[src/rtl/cordic_pkg.sv]
// Shared definitions for the CORDIC host bridge: widths, transfer counts,
// down-counter width and the bridge state encoding.
package cordic_pkg;

    // Angle and result width; the core pin protocol is built around 16 bits.
    localparam int ANGLE_W    = 16;

    // An angle leaves as four nibbles and a result comes back as four bytes.
    localparam int NIB_COUNT  = 4;
    localparam int BYTE_COUNT = 4;

    // Down-counter width, wide enough for the largest legal latency (255).
    localparam int CTR_W      = 8;

    // Bridge states: idle, nibble send, core latency wait, byte receive,
    // and result hold until the host takes it.
    typedef enum logic [2:0] {
        ST_IDLE = 3'd0,
        ST_SEND = 3'd1,
        ST_WAIT = 3'd2,
        ST_RECV = 3'd3,
        ST_HOLD = 3'd4
    } state_t;

endpackage

[src/rtl/cordic_wait_ctr.sv]
// Loadable down-counter shared by the SEND, WAIT and RECV phases.
// A load has priority over a decrement, and the count never wraps below zero.
module cordic_wait_ctr
    import cordic_pkg::*;
(
    input  logic             clk,
    input  logic             rst_n,
    input  logic             load,
    input  logic [CTR_W-1:0] load_value,
    input  logic             dec,
    output logic [CTR_W-1:0] count,
    output logic             zero
);

    // Count register: cleared by reset, reloaded at each phase start, stepped down within a phase.
    always_ff @(posedge clk) begin
        if (!rst_n) begin
            count <= '0;
        end else if (load) begin
            count <= load_value;
        end else if (dec && (count != '0)) begin
            count <= count - 1'b1;
        end
    end

    assign zero = (count == '0);

endmodule

[src/rtl/cordic_host_bridge.sv]
// Host-side bridge to a nibble-in / byte-out CORDIC core.
// Accepts an angle from the host, shifts it to the core MS nibble first,
// waits the core latency, collects cos/sin as four bytes and holds the
// result until the host acknowledges it.
module cordic_host_bridge #(
    parameter int LATENCY = 16,
    parameter int ANGLE_W = 16
) (
    input  logic               clk,
    input  logic               rst_n,
    input  logic               cmd_valid,
    output logic               cmd_ready,
    input  logic [ANGLE_W-1:0] cmd_angle,
    output logic               res_valid,
    input  logic               res_ready,
    output logic [ANGLE_W-1:0] res_cos,
    output logic [ANGLE_W-1:0] res_sin,
    output logic [3:0]         dut_nib,
    output logic               dut_load,
    input  logic [7:0]         dut_out,
    output logic               busy
);
    import cordic_pkg::*;

    // Counter start values: each phase counts down to zero, so it lasts start+1 cycles.
    localparam logic [CTR_W-1:0] NIB_LAST  = CTR_W'(NIB_COUNT - 1);
    localparam logic [CTR_W-1:0] BYTE_LAST = CTR_W'(BYTE_COUNT - 1);
    localparam logic [CTR_W-1:0] WAIT_LAST = CTR_W'(LATENCY - 1);

    // Counter values identifying which nibble goes out / which byte comes in.
    localparam logic [CTR_W-1:0] SLOT_3 = CTR_W'(3);
    localparam logic [CTR_W-1:0] SLOT_2 = CTR_W'(2);
    localparam logic [CTR_W-1:0] SLOT_1 = CTR_W'(1);
    localparam logic [CTR_W-1:0] SLOT_0 = CTR_W'(0);

    state_t             state;
    state_t             state_next;
    logic [ANGLE_W-1:0] angle_q;
    logic               accept;

    logic               ctr_load;
    logic [CTR_W-1:0]   ctr_load_value;
    logic               ctr_dec;
    logic [CTR_W-1:0]   ctr_count;
    logic               ctr_zero;

    // Phase counter: nibble index in SEND, remaining latency in WAIT, byte index in RECV.
    cordic_wait_ctr u_wait_ctr (
        .clk        (clk),
        .rst_n      (rst_n),
        .load       (ctr_load),
        .load_value (ctr_load_value),
        .dec        (ctr_dec),
        .count      (ctr_count),
        .zero       (ctr_zero)
    );

    // The host may only hand over an angle while idle and out of reset.
    assign cmd_ready = rst_n && (state == ST_IDLE);
    assign accept    = cmd_valid && cmd_ready;

    // State register; reset aborts any transaction in flight.
    always_ff @(posedge clk) begin
        if (!rst_n) begin
            state <= ST_IDLE;
        end else begin
            state <= state_next;
        end
    end

    // Next-state, counter control and core/host strobes decoded from the current state.
    always_comb begin
        state_next     = state;
        ctr_load       = 1'b0;
        ctr_load_value = '0;
        ctr_dec        = 1'b0;
        dut_load       = 1'b0;
        dut_nib        = 4'h0;
        res_valid      = 1'b0;
        busy           = 1'b1;

        case (state)
            ST_IDLE: begin
                busy = 1'b0;
                if (cmd_valid) begin
                    state_next     = ST_SEND;
                    ctr_load       = 1'b1;
                    ctr_load_value = NIB_LAST;
                end
            end

            ST_SEND: begin
                dut_load = 1'b1;
                case (ctr_count)
                    SLOT_3:  dut_nib = angle_q[15:12];
                    SLOT_2:  dut_nib = angle_q[11:8];
                    SLOT_1:  dut_nib = angle_q[7:4];
                    SLOT_0:  dut_nib = angle_q[3:0];
                    default: dut_nib = 4'h0;
                endcase
                if (ctr_zero) begin
                    state_next     = ST_WAIT;
                    ctr_load       = 1'b1;
                    ctr_load_value = WAIT_LAST;
                end else begin
                    ctr_dec = 1'b1;
                end
            end

            ST_WAIT: begin
                if (ctr_zero) begin
                    state_next     = ST_RECV;
                    ctr_load       = 1'b1;
                    ctr_load_value = BYTE_LAST;
                end else begin
                    ctr_dec = 1'b1;
                end
            end

            ST_RECV: begin
                if (ctr_zero) begin
                    state_next = ST_HOLD;
                end else begin
                    ctr_dec = 1'b1;
                end
            end

            ST_HOLD: begin
                res_valid = 1'b1;
                if (res_ready) begin
                    state_next = ST_IDLE;
                end
            end

            default: begin
                state_next = ST_IDLE;
            end
        endcase
    end

    // Angle is captured on accept and held for the whole nibble transfer.
    always_ff @(posedge clk) begin
        if (!rst_n) begin
            angle_q <= '0;
        end else if (accept) begin
            angle_q <= cmd_angle;
        end
    end

    // Result bytes land only during RECV, so core output noise elsewhere is ignored.
    always_ff @(posedge clk) begin
        if (!rst_n) begin
            res_cos <= '0;
            res_sin <= '0;
        end else if (state == ST_RECV) begin
            case (ctr_count)
                SLOT_3:  res_cos[15:8] <= dut_out;
                SLOT_2:  res_cos[7:0]  <= dut_out;
                SLOT_1:  res_sin[15:8] <= dut_out;
                SLOT_0:  res_sin[7:0]  <= dut_out;
                default: ;
            endcase
        end
    end

endmodule

[config.mk]
export PLATFORM = sky130hd
export DESIGN_NAME = cordic_host_bridge
export DESIGN_NICKNAME = d
export VERILOG_FILES = /design/src/rtl/cordic_pkg.sv /design/src/rtl/cordic_wait_ctr.sv /design/src/rtl/cordic_host_bridge.sv
export SDC_FILE = /design/constraint.sdc
export NUM_CORES = 1
export LEC_CHECK = 0
export CAP_MARGIN = 20
export CORE_ASPECT_RATIO = 1.2
export CORE_UTILIZATION = 54
export CTS_BUF_LIST = sky130_fd_sc_hd__clkbuf_4
export DETAILED_ROUTE_END_ITERATION = 8
export GPL_TIMING_DRIVEN = 0
export HOLD_SLACK_MARGIN = 0.06
export PLACE_DENSITY_LB_ADDON = 0.12
export SYNTH_ARGS = -nofsm -noshare
export SYNTH_HDL_FRONTEND = slang
export SYNTH_SLANG_ARGS = --single-unit
[constraint.sdc]
create_clock -name clk -period 2.98 [get_ports clk]
set_input_delay 0.298 -clock clk [delete_from_list [all_inputs] [get_ports clk]]
set_output_delay 0.298 -clock clk [all_outputs]
set_load 0.03 [all_outputs]
# Yosys cells after proc, flatten, opt, wreduce, memory -nomap -nowiden
# Cells that the tools add are included.
word_totals:
  inputBits: 28
  output_inout_bits: 40
  word_cells: 56
  reg_bits: 59
classes:
  n_eq_ne: 12
  n_reduce_logical: 14
  addsub: 1
  mux: 22
op_table:
  columns: ["cell", "count"]
  rows:
  - ["equality test 8 x 2 -> 1 bit, second input constant", 2]
  - ["two-way mux 8 bit", 2]
  - ["one-hot mux 4 bit (4 select lines)", 1]
  - ["two-way mux 3 bit", 5]
  - ["one-hot mux 3 bit (5 select lines)", 1]
  - ["one-hot mux 4 bit (3 select lines)", 1]
  - ["inequality test 2 bit, second input constant", 5]
  - ["equality test 8 x 1 -> 1 bit, second input constant", 1]
  - ["logical NOT 8 bit", 1]
  - ["two-way mux 4 bit", 2]
  - ["AND reduction 2 bit", 4]
  - ["nonzero test 8 bit", 1]
  - ["subtractor 8 x 1 -> 8 bit, second input constant", 1]
  - ["two-way mux 1 bit", 7]
  - ["equality test 3 x 2 -> 1 bit, second input constant", 2]
  - ["AND reduction 5 bit", 1]
  - ["two-way mux 2 bit", 2]
  - ["equality test 3 x 1 -> 1 bit, second input constant", 1]
  - ["equality test 3 bit, second input constant", 1]
  - ["logical AND 1 bit", 3]
  - ["logical NOT 3 bit", 1]
  - ["OR reduction 3 bit", 1]
  - ["one-hot mux 1 bit (2 select lines)", 1]
  - ["nonzero test 2 bit", 1]
  - ["OR reduction 2 bit", 1]

# Logic depth before layout (Yosys ltp)
depth:
  word_depth: 6
  ltp_mapped: 7
  ltp_nobuf: 7

# Cells and area by module
# Synthesis repeated with hierarchy kept, for this count alone.
hier_totals:
  cells_unflattened: 291
  hier_area_um2: 2653.8
modules_own_cells:
  columns: ["mod", "cells_per_inst", "seq_area_each_um2", "instances", "area_per_inst_um2"]
  rows:
  - ["cordic_host_bridge", 233, 1021.0, 1, 2145.8]
  - ["cordic_wait_ctr", 58, 160.2, 1, 508.0]

# Worst setup path after synthesis
# No wires, ideal clock.
synth_path:
  path_kind: "register -> output"
  startpoint: "register state[0]"
  endpoint: "output port dut_nib[0]"
  slack_ps: 315
  path_stages_with_launch: 6
  required_ps: 2682
  n_path_buf: 1
  arrival_time_ps: 2367
  path_cell_list: "dfxtp_1 -> buf_2 -> nor3b_1 -> o41ai_1 -> or3_1 -> a21oi_1"
synth_between:
  elab_chain_cells: 2
synth_rtl:
  columns: ["element", "line_no", "text"]
  rows:
  - ["start: declaration", "cordic_host_bridge.sv:36", "state_t state;"]
  - ["start signal: assignment", "cordic_host_bridge.sv:67", "state <= state_next;"]
  - ["equality test 3 x 1 -> 1 bit", "cordic_host_bridge.sv:82", "case (state)"]
  - ["two-way mux 4 bit", "cordic_host_bridge.sv:82", null]
  - ["end: declaration", "cordic_host_bridge.sv:18", "output logic [3:0] dut_nib,"]
# Every way passes these cells.

# Worst setup path in the final report
layout_path:
  startpoint: "register u_wait_ctr.count[0]"
  endpoint: "output port dut_nib[1]"
layout_between:
  elab_chain_cells: 3
  word_cells_on_any_way: 6
  cone_classes: "eq/ne (3); mux (2); reduce/logical (1)"
layout_rtl:
  columns: ["element", "line_no", "text"]
  rows:
  - ["start: declaration", "cordic_wait_ctr.sv:11", "output logic [CTR_W-1:0] count,"]
  - ["start signal: assignment", "cordic_wait_ctr.sv:20", "count <= load_value;"]
  - ["start signal: assignment", "cordic_wait_ctr.sv:22", "count <= count - 1'b1;"]
  - ["equality test 8 x 1 -> 1 bit, or another cell as far along", "cordic_host_bridge.sv:94", "case (ctr_count)"]
  - ["one-hot mux 4 bit (4 select lines) (*)", "cordic_host_bridge.sv:94", null]
  - ["two-way mux 4 bit (*)", "cordic_host_bridge.sv:82", null]
# Every way passes the cells marked *; elsewhere a longest branch is shown, timed or not.

==> reports/qor.yml <==
status: "finished clean"
gp_congestion: 0.837
final_nets: 417
num_vias: 2482
io_buffers: 66
synth_top_cell_by_area: "dfxtp_1"
cts.clk_slew.worst_paths_ps: 120
leakage_nw: 1.37
slowest_stage: "dfxtp_1"
synth_area_leaders: "dfxtp_1 (45%), nand2_1 (9.9%), a21boi_0 (5.9%), a21boi_1 (5.7%), nand3_1 (4.9%)"
period_needed_ps: 2730
ir_worst_vdd_mv: 0.640
worstSetupEndpointType: "primary output"
crit_path_cell_trace: "inv_1 > ha_1 > o41ai_1 > or3_1 > a21oi_1 > dlygate4sd2_1"
syn_area_per_cell_um2: 8.64
place_area_um2: 3380
r2r_slack_ps: 670
cts.sinks: 59
crit_type: "reg -> out"
crit_end: "dut_nib[1]"
fin_worst_skew_ps: 20.1
die_area_um2: 5200
ys_seq_area_share_pct: 44.5
worstMarginPinSlew_ps: 543
syn-cell-area_um2: 2650
die_y_um: 78.8
max-slew-margin-rel_pct: 63.3
r2r_cells: 7
cts_buffers: 9
ant_nets: 0
rows: 27
num_io_pins: 68
drtPass1Iterations: 4
cts_tree: "built"
slowest_delay_ps: 500
drtIter0Drc: 170
critPathLaunch: "u_wait_ctr.count[0]"
cp-start-kind: "flop"
grt.total_usage_pct: 27.7
start_util_pct: 56.9
synth-edff-count: 0
cts_buffer_depth: 2
min_from: "rst_n"
p_total_mw: 2.47
p_per_area_nw_per_um2: 690
antenna_found_initial: 0
clk_latency_ps: 430
via_per_inst: 5.55
synth.most_common_cell: "nand2_1"
min_path_cells: 2
slew_violations: 0
maxCapViolations: 0
setup_tns_ps: 0
antenna_cells: 0
dp_hpwl_um: 4770
synth_cell_type_count: 46
yosys_register_bits: 59
finalSetupViolCount: 0
ys.warnings.count: 0
period_share_pct: 91.5
critPathTopFamily: "flip-flops"
synthTopCellsByCount: "nand2_1 (70), dfxtp_1 (59), nand3_1 (26)"
hold_buffers: 0
wire_per_inst_um: 14.9
hold_slack_ps: 334
drc: 0
min_path_type: "in -> reg"
root_buffer: "clkbuf_4"
r2r-end: "u_wait_ctr.count[7]"
grt.overflow.total: 0
final_layout_size_suffix_gt1_share_pct: 8.48
core_area_um2: 4660
grt_max_degree: 13
synth-main-ff-cell: "dfxtp_1"
crit_cells: 6
fp.dieW_um: 66.0
final_hold_viol_count: 0
syn2layout_area_growth_pct: 35.2
fin_area_um2: 3580
r2r-start: "u_wait_ctr.count[0]"
synth_top_cell_area_share_pct: 44.5
synth_nets: 340
routed_wl_um: 6660
critical_path.max_fanout: 7
cp.arrival_ps: 2430
ys_async_sr_fraction_pct: 0
fillerInstances: 352
htreeDepth: 3
grt_first_pass_wirelength_um: 10700
grt_pass1_vias: 2439
clock.fmax_mhz: 367
crit_buf_inv: 2
synthCells: 307
rsz0062_at_grt: "false"
required_ps: 2680
final_core_utilization_pct: 76.9
[how the worst min path moves through the flow]
| stage | slack (ps) | endpoint |
|---|---|---|
| after global routing | 350 | angle_q[10] |
| after global placement | 440 | res_cos[3] |
| after detailed placement | 440 | res_cos[3] |
| after floorplan | 440 | angle_q[1] |
| final | 330 | angle_q[10] |
| after CTS | 330 | angle_q[10] |
[metrics by stage]
stage               cells  setup slack, ps
floorplan             307              315
global placement      431              398
detailed placement    431              388
CTS                   447             13.3
global route          447              148
finish                447              252
[final cells by class]
| cell class | instances | area, um^2 | area share (%) |
|---|---|---|---|
| Sequential cell | 59 | 1180 | 33.0 |
| Buffer | 18 | 88.8 | 2.48 |
| Timing Repair Buffer | 66 | 659 | 18.4 |
| Clock buffer | 9 | 67.6 | 1.89 |
| Tap cell | 58 | 72.6 | 2.03 |
| Clock inverter | 7 | 124 | 3.46 |
| Multi-Input combinational cell | 226 | 1380 | 38.4 |
| Inverter | 4 | 15.0 | 0.419 |
[state kept, by name, indices dropped and copies added (netlist names)]
| signal | count |
|---|---|
| angle_q | 16 |
| res_cos | 16 |
| res_sin | 16 |
| state | 3 |
| u_wait_ctr.count | 8 |
[cell families (layout without fill, tap and decap cells)]
logic type	Yosys count	after routing	share of synthesized area [%]
AO/OA/AOI/OAI	71	71	19.9
adder cells (fa/ha/maj)	5	5	2.36
XOR/XNOR	3	3	0.991
multiplexers	9	9	3.40
flip-flops	59	59	44.5
buffers and inverters	22	104	3.78
AND/OR/NAND/NOR	138	138	25.0
[where the power goes]
part / internal (mW) / total [mW] / leakage (nW) / switching, mW
registers: 0.865 / 0.943 / 0.479 / 0.0780
clock network: 0.431 / 0.768 / 0.0971 / 0.337
logic: 0.313 / 0.761 / 0.793 / 0.448
total: 1.61 / 2.47 / 1.37 / 0.863
[metal layers]
metal,track usage [%],share of wire [%],wire [um],vias up
li1,-,-,-,1225
met3,6.90,5.0,334,15
met4,17.4,2.8,187,0
met1,31.1,43,2880,1153
met2,46.0,49,3260,89
met5,0,0,0,-
[cell usage in the layout (no fill, tap or decap), types with 4 or more instances in the layout]
master           synthesis  final
nand3_1                 26     26
dfxtp_1                 59     59
clkbuf_1                11      8
a21oi_1                  6      6
a21boi_0                21     21
clkbuf_4                 0      9
nor2_1                   9      9
inv_1                    4      4
ha_1                     5      5
mux2i_1                  9      9
clkdlybuf4s50_1          0     62
a21boi_1                20     20
nor3_1                   5      5
nor2b_1                  9      9
a22oi_1                  8      8
buf_2                    5      5
nand2_1                 70     70
[worst register-to-register path, cell delays in order, from the launching register on]
cell and delay, ps:
dfxtp_1 500, inv_1 140, ha_1 310, or4b_4 250, o221ai_1 150, or4_4 470
o311ai_1 260, o41ai_1 110
[what timing repair did]
| item | in CTS | in global routing |
|---|---|---|
| gates resized for setup | 5 | 5 |
| buffers inserted | 0 | 0 |
| cloned | 0 | 0 |
| setup endpoints to repair | 4 | 1 |
Note: power is estimated with default switching activity, not from simulation.
